File: config.mk
export PLATFORM = sky130hd
export DESIGN_NAME = execute_multicycle_ctrl
export DESIGN_NICKNAME = d
export VERILOG_FILES = /design/src/rtl/execute_multicycle_ctrl.sv
export SDC_FILE = /design/constraint.sdc
export NUM_CORES = 1
export LEC_CHECK = 0
export BUFFER_PORTS_ARGS = -buffer_cell sky130_fd_sc_hd__buf_4
export CORE_UTILIZATION = 47
export CTS_CLUSTER_DIAMETER = 150
export CTS_CLUSTER_SIZE = 24
export DETAILED_ROUTE_END_ITERATION = 16
export PLACE_DENSITY_LB_ADDON = 0.1
export SLEW_MARGIN = 5
export SYNTH_ARGS = -nofsm -noshare
export SYNTH_HDL_FRONTEND = slang
export SYNTH_SLANG_ARGS = --single-unit
File: constraint.sdc
create_clock -name clock -period 3.3 [get_ports clock]
set_input_delay 0.66 -clock clock [delete_from_list [all_inputs] [get_ports clock]]
set_output_delay 0.66 -clock clock [all_outputs]
set_load 0.05 [all_outputs]
File: src/rtl/execute_multicycle_ctrl.sv
// Sequencer for iterative execute-stage units (divider, clmul, ...).
// Starts the selected unit, stalls execute until it reports ready, parks the
// result across downstream holds, aborts on flush and on a watchdog expiry.
module execute_multicycle_ctrl #(
    parameter int unsigned XLEN    = 32,
    parameter int unsigned NUNIT   = 2,
    parameter int unsigned TIMEOUT = 64
) (
    input  logic                  clock,
    input  logic                  reset,
    input  logic                  issue_valid,
    input  logic [NUNIT-1:0]      issue_unit,
    input  logic [4:0]            issue_waddr,
    input  logic                  hold,
    input  logic                  kill,
    output logic [NUNIT-1:0]      unit_enable,
    output logic [NUNIT-1:0]      unit_abort,
    input  logic [NUNIT-1:0]      unit_ready,
    input  logic [NUNIT*XLEN-1:0] unit_result,
    output logic                  stall,
    output logic                  wb_valid,
    output logic                  wb_wren,
    output logic [4:0]            wb_waddr,
    output logic [XLEN-1:0]       wb_wdata,
    output logic                  busy,
    output logic                  timeout
);

    // A zero TIMEOUT still needs a one-bit counter to keep the declarations legal.
    localparam int unsigned CW         = (TIMEOUT > 0) ? $clog2(TIMEOUT + 1) : 1;
    localparam int unsigned CntLastInt = (TIMEOUT == 0) ? 0 : TIMEOUT - 1;
    localparam logic [CW-1:0] CntLast  = CntLastInt[CW-1:0];

    typedef enum logic [1:0] {StIdle, StWait, StDone} state_e;

    state_e            state_q, state_d;
    logic [NUNIT-1:0]  sel_q, sel_d;
    logic [4:0]        waddr_q, waddr_d;
    logic [XLEN-1:0]   result_q, result_d;
    logic [CW-1:0]     cnt_q, cnt_d;

    logic              accept;
    logic              sel_ready;
    logic              watchdog_hit;
    logic [XLEN-1:0]   sel_result;

    // Gating with reset keeps every output low while reset is held, even in IDLE.
    assign accept       = reset & issue_valid & $onehot(issue_unit) & ~kill & ~hold;
    assign sel_ready    = |(unit_ready & sel_q);
    assign watchdog_hit = (TIMEOUT != 0) && (cnt_q == CntLast) && !sel_ready;

    // Pick the result lane of the in-flight unit.
    always_comb begin
        sel_result = '0;
        for (int i = 0; i < int'(NUNIT); i++) begin
            if (sel_q[i]) begin
                sel_result = sel_result | unit_result[i*XLEN +: XLEN];
            end
        end
    end

    // Next-state and output decode.
    always_comb begin
        state_d     = state_q;
        sel_d       = sel_q;
        waddr_d     = waddr_q;
        result_d    = result_q;
        cnt_d       = cnt_q;
        unit_enable = '0;
        unit_abort  = '0;
        stall       = 1'b0;
        wb_valid    = 1'b0;
        wb_wdata    = '0;
        timeout     = 1'b0;
        unique case (state_q)
            StIdle: begin
                if (accept) begin
                    unit_enable = issue_unit;
                    stall       = 1'b1;
                    sel_d       = issue_unit;
                    waddr_d     = issue_waddr;
                    cnt_d       = '0;
                    state_d     = StWait;
                end
            end
            StWait: begin
                if (kill) begin
                    unit_abort = sel_q;
                    state_d    = StIdle;
                end else if (watchdog_hit) begin
                    timeout    = 1'b1;
                    unit_abort = sel_q;
                    state_d    = StIdle;
                end else if (sel_ready && !hold) begin
                    wb_valid = 1'b1;
                    wb_wdata = sel_result;
                    state_d  = StIdle;
                end else if (sel_ready) begin
                    result_d = sel_result;
                    state_d  = StDone;
                end else begin
                    stall = 1'b1;
                    cnt_d = cnt_q + CW'(1);
                end
            end
            StDone: begin
                if (kill) begin
                    state_d = StIdle;
                end else if (!hold) begin
                    wb_valid = 1'b1;
                    wb_wdata = result_q;
                    state_d  = StIdle;
                end
            end
            default: state_d = StIdle;
        endcase
    end

    assign wb_waddr = waddr_q;
    assign wb_wren  = wb_valid & (|waddr_q);
    assign busy     = (state_q != StIdle);

    // State register with asynchronous clear.
    always_ff @(posedge clock or negedge reset) begin
        if (!reset) begin
            state_q  <= StIdle;
            sel_q    <= '0;
            waddr_q  <= '0;
            result_q <= '0;
            cnt_q    <= '0;
        end else begin
            state_q  <= state_d;
            sel_q    <= sel_d;
            waddr_q  <= waddr_d;
            result_q <= result_d;
            cnt_q    <= cnt_d;
        end
    end

endmodule

Word-level counts from Yosys, hierarchy flattened
Index checks and enable logic that the tools add are counted.
- register bits after elaboration: 48
- input bits: 78
- reduce and logical (&&, ||, !) cells: 13
- add/sub/neg operators: 2
- muxes and demuxes: 42
- equal/unequal tests: 11
- bitwise gates (word level): 11
- operators with widths (kind ; count):
    $mux W32 ; 7
    $pmux W32 S2 ; 1
    $mux W7 ; 5
    $or A32 B32 Y32 ; 1
    $mux W2 ; 12
    $pmux W7 S2 ; 1
    $mux W1 ; 13
    $ne A2 B2 Y1 const B ; 5
    $add A7 B1 Y7 const B ; 1
    $eq A7 B6 Y1 const B ; 1
    $pmux W2 S3 ; 1
    $reduce_and A6 Y1 ; 1
    $and A1 B1 Y1 ; 5
    $ne A5 B5 Y1 const B ; 1
    $reduce_and A5 Y1 ; 1
    $reduce_or A5 Y1 ; 1
    $eq A2 B1 Y1 const B ; 2
    $not A1 Y1 ; 4
    $pmux W1 S2 ; 2
    $reduce_bool A2 Y1 ; 2
    $ne A3 B3 Y1 const B ; 1
    $reduce_and A3 Y1 ; 1
    $add A1 B1 Y2 ; 1
    $and A2 B2 Y2 ; 1
    other kinds (6) ; 8

Depth between registers and ports, before layout
- depth in word-level cells: 8
- mapped depth: 7

Least setup slack after synthesis
OpenSTA, ideal clock, no wires.
- path type: input to output
- start point: in kill
- end point: out wb_wren
- stages on the path: 6
- path slack: 0.444 ns
- arrival: 2.196 ns
- path buffers: 1
- data required time: 2.640 ns
- cell sequence: inv_2 > nand2_1 > nor3_4 > buf_4 > o21a_1 > o21a_1
- cells in the longest elaborated chain, start to end: 3
- elaborated cells on any way between the ends: 4
- those cells by class: mux: 3; bitwise: 1
- ends and longest elaborated chain (item ; line ; RTL):
    start, declared ; 15 ; input logic kill,
    $mux W1 (on tied branches) ; 107, 87 ;
    $pmux W1 S2 * ; 75 ; unique case (state_q)
    net wb_valid ; 21 ; output logic wb_valid,
    $and A1 B1 Y1 * ; 120 ; assign wb_wren = wb_valid & (|waddr_q);
    end, declared ; 22 ; output logic wb_wren,
Mark *: on every way through the listed nets, which the timed path passes. The rest lies on a longest branch.

Worst setup path after layout
- start point: reg state_q[1]
- end point: out wb_wren
- cells in the longest elaborated chain, start to end: 3
- elaborated cells on any way between the ends: 4
- those cells by class: eq/ne: 2; mux: 1; bitwise: 1
- ends and longest elaborated chain (item ; line ; RTL):
    start, declared ; 36 ; state_e state_q, state_d;
    start signal, assigned ; 126 ; state_q <= StIdle;
    start signal, assigned ; 132 ; state_q <= state_d;
    $eq A2 B2 Y1 / $eq A2 B1 Y1 (equally long branches) ; 75 ;
    $pmux W1 S2 * ; 75 ;
    $and A1 B1 Y1 * ; 120 ;
Mark *: on every way between the ends. The rest lies on a longest branch, timed or not.

==> results.json <==
{
  "grt_overflow": 0,
  "yosys.area.top_type": "dfrtp_1",
  "grt_pass1_vias": 2724,
  "setup_violations": 0,
  "max_stage_delay_ns": 0.42,
  "async_flop_share_pct": 100,
  "endpoint_kind": "output port",
  "die_area_um2": 6870,
  "grt_pass1_wl_um": 12800,
  "synth_flop_cell": "dfrtp_1",
  "cts_tree": "built",
  "start_util_pct": 48.7,
  "num_vias": 2665,
  "finalSetupTns_ns": 0,
  "cap_viol_max_count": 0,
  "numCtsBuffers": 5,
  "drc": 0,
  "synthesis.area_um2": 3070,
  "synth-seq-area-share_pct": 39.1,
  "slowest_stage": "dfrtp_1",
  "syn_inst": 285,
  "fin_area_um2": 4160,
  "outcome": "finished, final reports clean",
  "cp_cell_sequence": "inv_1, ha_1, nand2_1, nor3_4, buf_4, o21a_1, o21a_1, buf_4",
  "worst_pin_slew_ns": 1.10,
  "io_buffer_count": 123,
  "grt_setup_unrepaired": "no",
  "cp.required_ns": 2.64,
  "area_growth_pct": 35.4,
  "crit_type": "reg -> out",
  "die_w_um": 82.9,
  "maxSlewViolCount": 0,
  "clockBufferDepth": 2,
  "io_pins": 124,
  "antenna_found_initial": 0,
  "p_leak_nw": 2.02,
  "layout_min_cycle_time_ns": 2.81,
  "yosys_warnings": 0,
  "crit_arrival_ns": 2.15,
  "drtIter0Drc": 91,
  "ys_top_cells_by_area": "dfrtp_1 (39%), mux2_1 (13%), a22o_1 (9.1%)",
  "critPathLaunchType": "register",
  "synth_top_area_share_pct": 39.1,
  "synthDistinctLibCells": 47,
  "finalHoldViolations": 0,
  "syn-num-nets": 367,
  "fmax_mhz": 356,
  "avgViaCountPerCell": 5.54,
  "yosysMostFrequentCell": "dfrtp_1",
  "grt_max_degree": 49,
  "track_usage_pct": 22.7,
  "drive_above_1_share_pct": 38.9,
  "ctsResizeCount": 0,
  "fp-row-count": 29,
  "post-route-period-util_pct": 85.1,
  "hold_class": "in -> async",
  "power_density_nw_per_um2": 645,
  "crit_fanout": 33,
  "cts_setup_buffers": 0,
  "finalClockSkew_ns": 0.00874,
  "clkTransAtPathRegs_ns": 0.10,
  "layout.nets": 485,
  "core-area_um2": 6310,
  "htreeDepth": 2,
  "cts.sinks": 48,
  "synth_edf_count": 0,
  "antenna_cells": 0,
  "drt_pass1_iterations": 4,
  "clockRootBuffer": "clkbuf_8",
  "wl_per_cell_um": 15.6,
  "place.gp.congestion": 0.809,
  "drtAntennaViolNets": 0,
  "dp_hpwl_um": 5540,
  "die_h_um": 82.9,
  "synth-seq-cells": 48,
  "slew_headroom_pct": 26.3,
  "place_area_um2": 4040,
  "clkLatencyLatePin_ns": 0.30,
  "vdd_drop_max_mv": 0.560,
  "drt_wl_total_um": 7500,
  "synthTopCellsByCount": "dfrtp_1 (48), mux2_1 (35), nor2b_1 (33), a22o_1 (32), a22oi_1 (32)",
  "hold_buffers": 0,
  "avgSynthCellArea_um2": 10.8
}
==> registers in the layout (all words and copies together), names as in the netlist <==
name,cells
wb_waddr,5
state_q,2
result_q,32
sel_q,2
cnt_q,7
==> cell families after synthesis <==
logic type,count (synthesis),share of synthesized area [%]
compound gates,94,25.6
xor+xnor,1,0.285
fa+ha+maj,4,1.63
buf+inv,30,5.25
flops,48,39.1
mux,38,14.0
simple gates,70,14.1
==> placed cells by master (no fill, tap or decap), types with 2 or more instances in the layout <==
master,count
and2_1,2
nand3_1,4
dfrtp_1,48
ha_1,4
a21oi_1,4
nand4_1,3
nor2_1,7
mux2_1,35
nor3_1,3
o211ai_1,2
inv_1,6
clkbuf_8,6
buf_4,134
o21a_1,4
a21o_1,2
o31ai_1,2
nand2_1,10
o211a_1,2
o21ai_1,3
a22oi_1,32
a22o_1,32
nor2b_1,33
mux2_2,2
==> final timing paths <==
kind	slack, ns	cells after the start	startpoint	to
setup / recovery	0.49	8	state_q[1]	wb_wren
max in group asynchronous	2.42	2	reset	cnt_q[6]
min in group clock	0.50	1	result_q[22]	result_q[22]
hold / removal	0.48	2	reset	result_q[5]
hold reg to reg	0.50	1	result_q[22]	result_q[22]
setup reg to reg	0.77	5	state_q[1]	result_q[25]
==> area by class of cell <==
class                           instances  area [µm²]
Fill cell                             538        2150
Multi-Input combinational cell        207        1710
Sequential cell                        48        1200
Timing Repair Buffer                  134        1010
Tap cell                               77        96.3
Clock buffer                            6        82.6
Clock inverter                          2        38.8
Inverter                                7        26.3
==> report_power, final <==
| group | total, mW | switching [mW] | internal (mW) |
|---|---|---|---|
| Clock | 0.450 | 0.202 | 0.248 |
| Sequential | 0.895 | 0.115 | 0.780 |
| Combinational | 1.34 | 0.743 | 0.594 |
| Total | 2.68 | 1.06 | 1.62 |
==> metal layers <==
metal	wire length (µm)	vias up	GRT usage, %
met5	0	-	0
met1	3320	1289	29.0
met3	322	2	4.87
met2	3830	69	39.0
met4	29	0	5.96
li1	-	1305	-
==> worst max-delay path, delay by kind of cell, from the launching register on <==
kind                       cells  cell delay (ns)
AOI/OAI and AO/OA              2             0.33
adders and majority gates      1             0.16
buffers and inverters          3             0.64
DFF                            1             0.42
and+or+nand+nor                2             0.29
==> metrics by stage <==
stage	power [mW]	utilization [%]	hold slack [ns]	cells	setup slack (ns)
CTS	2.71	65.9	0.487	481	0.477
finish	2.68	65.9	0.476	481	0.492
detailed placement	2.25	64.0	0.481	473	0.570
global placement	2.22	64.0	0.474	473	0.606
floorplan	1.88	-	0.364	285	0.444
global route	2.86	65.9	0.518	481	0.338
Power figures use the tool's default switching activity.
